`src/rtl/fetch_sequencer.sv`:
```
// rtl/fetch_sequencer.sv - program counter and handshaked instruction fetch sequencer
// Fetches one instruction at a time, holds it until the core retires it, then advances or redirects.
module fetch_sequencer #(
  parameter logic [31:0] RESET_VECTOR = 32'h0000_0000,
  parameter logic [31:0] TRAP_VECTOR  = 32'h0000_0004,
  parameter int unsigned TIMEOUT      = 16
) (
  input  logic        clk,
  input  logic        reset,
  output logic        imem_req,
  output logic [31:0] imem_addr,
  input  logic        imem_ack,
  input  logic [31:0] imem_rdata,
  output logic        instr_valid,
  output logic [31:0] instr,
  output logic [31:0] instr_pc,
  input  logic        retire,
  input  logic        redirect,
  input  logic [31:0] redirect_target,
  output logic        misalign_trap,
  output logic        fetch_err,
  output logic [31:0] instret
);

  localparam int CW = (TIMEOUT > 1) ? $clog2(TIMEOUT) : 1;
  localparam logic [CW-1:0] CNT_LAST = CW'(TIMEOUT - 1);

  localparam logic [1:0] S_IDLE = 2'd0;
  localparam logic [1:0] S_REQ  = 2'd1;
  localparam logic [1:0] S_HOLD = 2'd2;
  localparam logic [1:0] S_TRAP = 2'd3;

  logic [1:0]    r_state;
  logic [31:0]   r_pc;
  logic [31:0]   r_instr;
  logic [31:0]   r_instr_pc;
  logic [31:0]   r_instret;
  logic [CW-1:0] r_cnt;
  logic          r_misalign;
  logic          r_fetch_err;

  logic w_timeout;
  logic w_misaligned;

  assign w_timeout    = (r_cnt == CNT_LAST);
  assign w_misaligned = (redirect_target[1:0] != 2'b00);

  always_ff @(posedge clk or posedge reset) begin
    if (reset) begin
      r_state     <= S_IDLE;
      r_pc        <= RESET_VECTOR;
      r_instr     <= 32'd0;
      r_instr_pc  <= 32'd0;
      r_instret   <= 32'd0;
      r_cnt       <= '0;
      r_misalign  <= 1'b0;
      r_fetch_err <= 1'b0;
    end else begin
      // Trap causes are single-cycle pulses that coincide with the TRAP state.
      r_misalign  <= 1'b0;
      r_fetch_err <= 1'b0;
      case (r_state)
        S_IDLE: r_state <= S_REQ;
        S_REQ: begin
          // An ack on the last allowed cycle still wins over the timeout.
          if (imem_ack) begin
            r_instr    <= imem_rdata;
            r_instr_pc <= r_pc;
            r_cnt      <= '0;
            r_state    <= S_HOLD;
          end else if (w_timeout) begin
            r_fetch_err <= 1'b1;
            r_pc        <= TRAP_VECTOR;
            r_cnt       <= '0;
            r_state     <= S_TRAP;
          end else begin
            r_cnt <= r_cnt + CW'(1);
          end
        end
        S_HOLD: begin
          if (retire) begin
            r_instret <= r_instret + 32'd1;
            if (redirect && w_misaligned) begin
              r_misalign <= 1'b1;
              r_pc       <= TRAP_VECTOR;
              r_state    <= S_TRAP;
            end else begin
              r_pc    <= redirect ? redirect_target : r_pc + 32'd4;
              r_state <= S_REQ;
            end
          end
        end
        S_TRAP:  r_state <= S_REQ;
        default: r_state <= S_IDLE;
      endcase
    end
  end

  assign imem_req      = (r_state == S_REQ);
  assign imem_addr     = r_pc;
  assign instr_valid   = (r_state == S_HOLD);
  assign instr         = r_instr;
  assign instr_pc      = r_instr_pc;
  assign instret       = r_instret;
  assign misalign_trap = r_misalign;
  assign fetch_err     = r_fetch_err;

endmodule

```
`config.mk`:
```
export PLATFORM = sky130hd
export DESIGN_NAME = fetch_sequencer
export DESIGN_NICKNAME = d
export VERILOG_FILES = /design/src/rtl/fetch_sequencer.sv
export SDC_FILE = /design/constraint.sdc
export NUM_CORES = 1
export LEC_CHECK = 0
export CORE_UTILIZATION = 50
export DETAILED_ROUTE_END_ITERATION = 8
export PLACE_DENSITY = 0.95
export SETUP_SLACK_MARGIN = 0.3
export SYNTH_ARGS = -nofsm -noshare
export SYNTH_HDL_FRONTEND = slang
export SYNTH_SLANG_ARGS = --single-unit
```
`constraint.sdc`:
```
create_clock -name clk -period 13.4 [get_ports clk]
set_input_delay 2.01 -clock clk [delete_from_list [all_inputs] [get_ports clk]]
set_output_delay 2.01 -clock clk [all_outputs]
set_load 0.01 [all_outputs]
```
==> flow_summary.json, run 1 <==
{
  "outcome": "finished clean",
  "tightest_slew_ns": 1.12,
  "fp-row-count": 40,
  "regArea_um2": 3400,
  "critPathArrivalTime_ns": 4.66,
  "pre_cts_slack_ns": 8.68,
  "grt_pass1_vias": 5201,
  "cp_data_required_time_ns": 13.69,
  "placed_cell_area_um2": 8350,
  "seq_area_frac_synth_pct": 54.7,
  "layout_common_cells": "clkdlybuf4s50_1, dfrtp_1, mux2_2, nand2_1, o21ai_0",
  "drive_gt1_share_pct": 15.0,
  "fin_total_pwr_w": 0.00170,
  "critPathKind": "input pin to register",
  "dpl.cell_count": 890,
  "grt_pass1_wl_mm": 27.1,
  "stdcell_area_um2": 8970,
  "hold_viol": 0,
  "synth-xor-area-share_pct": 4.78,
  "clock_sinks": 136,
  "insertion_delay_ns": 0.41,
  "synth-edff-count": 0,
  "io_pins": 201,
  "hold_class": "register to register",
  "final_common_cell": "clkdlybuf4s50_1",
  "drtIter0Drc": 511,
  "gp_congestion": 0.827,
  "synth.mux.area_fraction_pct": 11.2,
  "multiInputGateArea_um2": 2670,
  "slowest_stage": "nand2_1",
  "finalNetCount": 813,
  "clk_pin_slew_ns": 0.05,
  "syn_inst": 546,
  "place_hpwl_mm": 11.7,
  "crit_family": "simple AND/OR/NAND/NOR gates",
  "max_freq_mhz": 229,
  "routedWlPerCell_um": 18.5,
  "vias_per_cell": 5.67,
  "synth_flop_cell": "dfrtp_1",
  "die_area_um2": 12900,
  "rsz0062_at_grt": "false",
  "grt-ovfl-total": 0,
  "ir_drop_v": 0.000118,
  "vias": 5228,
  "area_delta_synth_final_pct": 44.1,
  "cts_buffers": 17,
  "slowest_delay_ns": 0.53,
  "ys_seq_elements": 136,
  "fillers": 787,
  "portBuffers": 200,
  "startpoint_type": "input pin",
  "syn_area_um2": 6220,
  "start_util_pct": 51.6,
  "cts_max_level": 4,
  "drtAntennaViolNets": 0,
  "antenna_cells": 0,
  "setup_ws_ns": 9.03,
  "crit_buf_inv": 2,
  "dr.pass1.iters": 5,
  "fp.dieH_um": 114,
  "period_minus_slack_ns": 4.37,
  "cts_resized": 0,
  "synth_nets": 618,
  "grt_max_degree": 82,
  "drv_cap": 0,
  "setup_tns_ns": 0,
  "die_w_um": 114,
  "hold_buffers": 0,
  "synth-simple-area-share_pct": 16.3,
  "p_per_area_nw_per_um2": 189,
  "cts_tree": "built",
  "p_leak_nw": 3.78,
  "layout.cells.non_filler": 922,
  "synth_compound_area_share_pct": 9.81,
  "slew_viol_final": 0,
  "crit_path_end_kind": "register",
  "path_cells": "clkdlybuf4s50_1 > buf_4 > o21ai_0 > nand2_1 > nor2_1 > a22o_1 > or3_1",
  "synth-async-reset-ratio_pct": 100,
  "max-slew-margin-rel_pct": 25.3,
  "drc_errors": 0,
  "synth_top_family_by_area": "simple AND/OR/NAND/NOR gates",
  "grtUsageTotal_pct": 27.2,
  "core_area_um2": 12100,
  "synth.avg_cell_area_um2": 11.4,
  "synthAdderAreaFrac_pct": 0.603,
  "root_buffer": "clkbuf_16",
  "yosys_warnings": 0,
  "synth.distinct_cells": 58,
  "cts.path.max_buffers": 2,
  "drt-total-wl_mm": 17.1,
  "timing.final.crit_share_pct": 32.6,
  "setup_viol": 0,
  "antenna_found_initial": 0,
  "clock_skew_ns": 0.00780,
  "postCtsSetupBuffers": 0,
  "critPathMaxFanout": 36
}
==> through the flow <==
stage	utilization (%)	hold slack (ns)
global route	74.3	0.514
CTS	74.3	0.486
finish	74.3	0.480
floorplan	-	0.476
global placement	69.2	0.463
detailed placement	69.2	0.479
==> where the power goes <==
group / switching, W / total, W / internal [W]
Combinational: 0.000222 / 0.000550 / 0.000329
Sequential: 0.000127 / 0.000659 / 0.000533
Clock: 0.000173 / 0.000488 / 0.000315
Total: 0.000522 / 0.00170 / 0.00118
==> synth_stat cells (3+ instances only) <==
| cell | count | share of area [%] |
|---|---|---|
| xor2_1 | 6 | 0.84 |
| xnor2_1 | 28 | 3.9 |
| a21oi_1 | 12 | 0.97 |
| nor3_1 | 9 | 0.72 |
| o211ai_1 | 3 | 0.36 |
| mux2_2 | 60 | 11 |
| nand4_1 | 18 | 1.8 |
| nor4_4 | 4 | 1.4 |
| nor4_1 | 5 | 0.50 |
| ha_1 | 3 | 0.60 |
| and4_1 | 7 | 0.99 |
| nand3_1 | 20 | 1.6 |
| nand2b_1 | 3 | 0.30 |
| o21ai_0 | 44 | 3.5 |
| buf_2 | 15 | 1.2 |
| and3_1 | 10 | 1.0 |
| o2bb2ai_1 | 3 | 0.42 |
| clkbuf_1 | 9 | 0.54 |
| nand2_1 | 48 | 2.9 |
| nor2_1 | 26 | 1.6 |
| dfrtp_1 | 136 | 55 |
| a22oi_1 | 10 | 1.2 |
| a31oi_1 | 9 | 0.90 |
| and2_1 | 3 | 0.30 |
| nor3b_1 | 3 | 0.36 |
| inv_1 | 10 | 0.60 |
==> flip-flops by register name, summed over array words and instances (netlist names) <==
name           flops
fetch_err          1
imem_addr         32
instr             32
instr_pc          32
instret           32
misalign_trap      1
r_cnt              4
r_state            2
==> cell families after synthesis <==
group	Yosys count
buffers and inverters	37
AO/OA/AOI/OAI	99
flip-flops	136
multiplexers	62
adder cells (fa/ha/maj)	3
AND/OR/NAND/NOR	175
XOR/XNOR	34
==> worst reg2reg max path: stages (launching register included) <==
cell and delay, ns:
dfrtp_1 0.39, and3b_1 0.48, nand2_1 0.45, nor2_1 0.85, a22o_1 0.24, or3_1 0.10
==> path summary, 6_finish.rpt <==
| kind | slack [ns] | from | depth (start not counted) | end |
|---|---|---|---|---|
| worst min register to register | 0.48 | instret[31] | 1 | instret[31] |
| min in group asynchronous | 2.03 | reset | 2 | instr[21] |
| worst max register to register | 10.83 | r_state[0] | 5 | imem_addr[20] |
| worst max-delay path | 9.03 | redirect | 7 | imem_addr[20] |
| max in group asynchronous | 9.97 | reset | 3 | instr_pc[13] |
| worst min-delay path | 0.48 | instret[31] | 1 | instret[31] |
==> layer usage <==
metal | part of all wire [%] | vias up | global-route usage (%)
met5 | 0 | - | 0
met4 | 2.0 | 0 | 10.9
met3 | 9.2 | 33 | 6.70
met2 | 51 | 310 | 46.1
met1 | 38 | 2513 | 33.5
li1 | - | 2372 | -
==> area by class of cell <==
type	count	share of cell area, %
sequential	136	38.0
multi-input combinational	373	29.7
timing repair buffer	203	22.6
clock buffer	19	4.94
tap	168	2.34
clock inverter	13	1.98
inverter	10	0.474
Note: power is estimated with default switching activity, not from simulation.
==> run 2, diff against run 1 <==
--- a/config.mk
+++ b/config.mk
@@ -5,9 +5,9 @@
 export SDC_FILE = /design/constraint.sdc
 export NUM_CORES = 1
 export LEC_CHECK = 0
-export CORE_UTILIZATION = 50
+export CORE_UTILIZATION = 42
 export DETAILED_ROUTE_END_ITERATION = 8
-export PLACE_DENSITY = 0.95
+export PLACE_DENSITY = 0.89
 export SETUP_SLACK_MARGIN = 0.3
 export SYNTH_ARGS = -nofsm -noshare
 export SYNTH_HDL_FRONTEND = slang
==> constraint.sdc (replaced) <==
create_clock -name clk -period 4 [get_ports clk]
set_input_delay 0.6 -clock clk [delete_from_list [all_inputs] [get_ports clk]]
set_output_delay 0.6 -clock clk [all_outputs]
set_load 0.01 [all_outputs]
==> run 2 against run 1 <==
Count of clock-buffer cells in the layout rose by 7. Largest cell class unchanged. Utilization fell by 13 points. Clock skew rose by 0.0012 ns. Setup slack got worse by 7.7 ns. Sequential share of layout area rose by 0.074 points. Critical path depth fell by 1. Die area rose by 19%. Wire length fell by 0.17%. Highest routed layer unchanged. Via count barely moved. Global-route usage fell by 4.4 points. Power rose to 3.3 times the previous value. Cell count rose by 1.7%.
==> flow_summary.json, run 2 (same netlist as run 1, synthesis figures left out) <==
{
  "outcome": "finished clean",
  "switching_power_w": 0.00171,
  "grt_pass1_vias": 5117,
  "drc_errors": 0,
  "cp_data_required_time_ns": 4.28,
  "cts_tree": "built",
  "postCtsSetupBuffers": 0,
  "slowest_stage": "clkdlybuf4s50_1",
  "fp.dieH_um": 124,
  "clock_sinks": 136,
  "layout.cells.non_filler": 938,
  "crit_buf_inv": 1,
  "dr.pass1.iters": 5,
  "endpoint": "imem_addr[28]",
  "die_w_um": 124,
  "ff2ff_setup_slack_ns": 1.53,
  "timing.final.crit_share_pct": 67.6,
  "place_hpwl_mm": 11.8,
  "crit_family": "simple AND/OR/NAND/NOR gates",
  "grt_max_degree": 69,
  "pre_cts_slack_ns": 0.949,
  "cts.path.max_buffers": 2,
  "critPathArrivalTime_ns": 2.98,
  "crit_top_cell": "nand2_1",
  "clock_power_share_pct": 26.6,
  "cts_resized": 0,
  "vias": 5227,
  "stdcell_area_um2": 8950,
  "path_cells": "clkdlybuf4s50_1 > o21ai_0 > nand2_1 > nor2_1 > nand2_1 > o311ai_0",
  "gp_congestion": 0.847,
  "rsz0062_at_grt": "false",
  "path_depth": 6,
  "drive_gt1_share_pct": 14.6,
  "worstRegToRegCells": 5,
  "clock_skew_ns": 0.00899,
  "die_area_um2": 15300,
  "tightest_slew_ns": 1.06,
  "drv_cap": 0,
  "r2r-end": "imem_addr[23]",
  "crit_start": "redirect",
  "fillers": 1151,
  "routedWlPerCell_um": 18.2,
  "drtIter0Drc": 384,
  "max_freq_mhz": 370,
  "grt_pass1_wl_mm": 26.3,
  "slew_viol_final": 0,
  "setup_viol": 0,
  "fin_total_pwr_w": 0.00553,
  "dpl.cell_count": 909,
  "io_pins": 201,
  "root_buffer": "clkbuf_16",
  "grtUsageTotal_pct": 22.8,
  "ir_drop_v": 0.000331,
  "crit_path_end_kind": "register",
  "insertion_delay_ns": 0.41,
  "max-slew-margin-rel_pct": 29.3,
  "antenna_cells": 0,
  "hold_class": "register to register",
  "power_frac_seq_pct": 40.0,
  "core_area_um2": 14500,
  "final_common_cell": "clkdlybuf4s50_1",
  "r2r_start": "imem_addr[10]",
  "critPathMaxFanout": 18,
  "clk_pin_slew_ns": 0.05,
  "hold_viol": 0,
  "grt-ovfl-total": 0,
  "p_per_area_nw_per_um2": 617,
  "placed_cell_area_um2": 8400,
  "antenna_found_initial": 1,
  "setup_tns_ns": 0,
  "sw_frac_of_total_pct": 31.0,
  "critPathKind": "input pin to register",
  "area_delta_synth_final_pct": 43.8,
  "startpoint_type": "input pin",
  "portBuffers": 200,
  "p_leak_nw": 3.77,
  "cts_max_level": 4,
  "vias_per_cell": 5.57,
  "drtAntennaViolNets": 0,
  "hold_buffers": 0,
  "cts_buffers": 17,
  "drt-total-wl_mm": 17.1,
  "fp-row-count": 44,
  "finalNetCount": 816,
  "slowest_delay_ns": 0.77,
  "pwr-share-comb_pct": 33.4,
  "setup_ws_ns": 1.30,
  "period_minus_slack_ns": 2.70,
  "intPower_w": 0.00381,
  "start_util_pct": 43.0,
  "layout_common_cells": "clkdlybuf4s50_1, dfrtp_1, mux2_2, nand2_1, o21ai_0"
}
run 2: area by class of cell:
cell class,count,area (um2),share of cell area (%)
clock buffer,26,509,5.69
inverter,10,41.3,0.461
clock inverter,3,40.0,0.447
timing repair buffer,206,2060,23.0
tap,184,230,2.57
multi-input combinational,373,2670,29.8
sequential,136,3400,38.0
run 2: worst min-delay path by stage:
stage	startpoint	endpoint	depth (start not counted)
final	instret[31]	instret[31]	1
after global routing	instr_pc[27]	instr_pc[27]	2
after CTS	instret[31]	instret[31]	1
after detailed placement	instr_pc[14]	instr_pc[14]	2
after global placement	instret[31]	instret[31]	1
after floorplan	r_cnt[1]	r_cnt[1]	2
run 2: power groups by stage:
stage	registers [W]	logic [W]	clock network (W)
global placement	0.00218	0.00181	0
detailed placement	0.00222	0.00185	0
global route	0.00227	0.00200	0.00156
floorplan	0.00229	0.000683	0
finish	0.00221	0.00185	0.00147
CTS	0.00220	0.00187	0.00150
run 2: worst reg2reg max path: stages (launching register included):
cell and delay, ns:
dfrtp_1 0.51, nand3_1 0.29, nor4_4 0.83, and2_2 0.35, o21ai_0 0.08, a221o_1 0.30
run 2: routing by layer:
metal,vias to the layer above,wire [um],global-route usage (%)
li1,2378,-,-
met5,-,0,0
met2,238,8390,36.8
met3,30,1380,7.42
met1,2581,6950,28.0
met4,0,335,9.56
run 2: stage by stage:
step / hold slack (ns) / util (%)
after floorplan: 0.476 / -
after global placement: 0.462 / 58.0
after detailed placement: 0.473 / 58.0
after CTS: 0.484 / 61.8
after global routing: 0.505 / 61.8
final: 0.478 / 61.8
==> RTL edit (flow settings as in run 2) <==
Set the parameter `TIMEOUT` to 32 (it was 16).
--- a/src/rtl/fetch_sequencer.sv
+++ b/src/rtl/fetch_sequencer.sv
@@ -3,7 +3,7 @@
 module fetch_sequencer #(
   parameter logic [31:0] RESET_VECTOR = 32'h0000_0000,
   parameter logic [31:0] TRAP_VECTOR  = 32'h0000_0004,
-  parameter int unsigned TIMEOUT      = 16
+  parameter int unsigned TIMEOUT      = 32
 ) (
   input  logic        clk,
   input  logic        reset,
Behaviour: same outputs for any inputs over 4 cycles, from zero or initial values and one cycle with reset high; that may be too few to reach the edited logic, so the function may still have changed.
==> RTL edit against run 2 <==
Total power down 0.46%. Sequential share of layout area increased by 0.32 points. Setup slack improved by 0.18 ns. Synthesized cell count shrank 0.37%. Critical path depth decreased by 3. Cell area decreased by 0.11%. Sequential power hardly changed. Cell count fell by 0.21%. Area after synthesis about the same. Maximum frequency grew 7.3%. Routed wire length down 3.2%. Clock skew down 0.0026 ns. Sequential cell count grew 1. Critical path type is now flip-flop to output port.
==> RTL edit: results (changes against run 2) <==
- The total vias in the final route is 5,141 (was 5,227).
- The endpoint of the most critical setup path is imem_req (was imem_addr[28]).
* End of the worst register-to-register path: imem_addr[31] (was imem_addr[23])
- Post-layout net count: 813 (was 816)
* Most used standard cells in the synthesized netlist: dfrtp_1, mux2_2, nand2_1 (unchanged)
- The count of buffers from port buffering came to 200 (unchanged).
- Ratio of cells with drive above 1 in the final layout: 0.153 (was 0.146)
- Worst hold start: instret[31] (unchanged)
- Max-Slew Margin vs Limit: 0.396 (was 0.293)
- The wire length of the first global-routing pass was 25,900 um (was 26,300 um).
- The cell depth of the worst flop-to-flop path was 5 (unchanged).
- Number of global-route vias before repair: 4,999 (was 5,117)
- The routability congestion estimate came to 0.811 (was 0.847).
- The number of nets produced by synthesis is 617 (was 618).
- Achievable Freq: 397 MHz (was 370 MHz)
- Worst voltage drop across the vdd grid: 0.384 mV (was 0.331 mV)
- The number of optimization iterations in the first detailed-route pass is 5 (unchanged).
- Post-layout instance count excluding filler cells: 936 (was 938)
* Detail-routed net length per standard cell: 17.6 um (was 18.2 um)
- The critical path launch point was r_state[1] (was redirect).
* Final Skew: 0.00643 ns (was 0.00899 ns)
- The global-route usage over all layers came to 0.222 (was 0.228).
- The launch instance of the worst register-to-register path is imem_addr[6] (was imem_addr[10]).
- The kind of path behind the tightest hold check was flip-flop to flip-flop (unchanged).
* Ant. Diodes: 0 (unchanged)
- Worst-case hold slack: 0.476 ns (was 0.478 ns)
- The internal reg-to-reg setup slack is 1.72 ns (was 1.53 ns).
* Sequential share of the synthesized area: 0.551 (was 0.547)
- The area after detailed placement came to 0.00839 mm2 (was 0.00840 mm2).
- The number of antenna violations at the first check in global routing came to 0 (was 1).
- The estimated wirelength of the detail-placed design was 10,900 um (was 11,800 um).
- Internal power: 3.76 mW (was 3.81 mW)
- Maximum number of pins on one net before global-route repair: 138 (was 69)
* Top post-synthesis cells by area: dfrtp_1, mux2_2, xnor2_1, o21ai_0, nand2_1 (unchanged)
- The post-placement setup slack came to 1.09 ns (was 0.949 ns).
- Number of filler instances in the final layout: 1,121 (was 1,151)
* Endpoint with the worst hold slack: instret[31] (unchanged)
* Clock Power: 1.44 mW
* Starting DRT DRC Count: 445 (was 384)
- Run status: complete, no violations (unchanged)
* Clock transition at the register clock pins on the worst setup and hold paths after CTS: 0.06 ns
* Number of distinct library cells after synthesis: 55 (was 58)
- The flip-flop and latch power was 2.21 mW (about the same).
- The root cell of the clock tree was clkbuf_16 (unchanged).
- Sequential group share of total power: 0.402 (was 0.400)
- The count of placed standard cells including taps was 905 (was 909).
* Critical path data arrival time: 1.92 ns (was 2.98 ns)
- Synthesized netlist cell count: 544 (was 546)
- Maximum fanout along the worst path: 9 (was 18)
- Sum of negative setup slack: 0 ns (unchanged)
* Leak: 3.78 nW (was 3.77 nW)
[RTL edit: critical path: stages, from the launching register on]
cell	delay (ns)
dfrtp_1	0.40
nand2b_1	0.32
inv_2	0.22
clkdlybuf4s50_1	0.56
[RTL edit: routing by layer]
layer  up-vias  GRT usage  wire length (um)
li1       2365          -                 -
met5         -          0                 0
met2       210      0.361              8090
met3        26     0.0687              1270
met4         0     0.0723               315
met1      2540      0.282              6840
[RTL edit: cell type report]
type                            instances  area (um2)  area share
Clock inverter                         10        71.3     0.00798
Multi-Input combinational cell        370        2640       0.295
Inverter                                9        37.5     0.00420
Tap cell                              184         230      0.0258
Timing Repair Buffer                  205        2050       0.230
Clock buffer                           21         480      0.0538
Sequential cell                       137        3430       0.384
[RTL edit: cells by family (layout without fill, tap and decap cells)]
group           Yosys count  in the layout  synth area share
flops                   137            137             0.551
fa+ha+maj                 4              4           0.00804
mux                      65             65             0.117
simple gates            169            169             0.151
xor+xnor                 36             36            0.0506
buf+inv                  37            245            0.0271
compound gates           96             96            0.0951
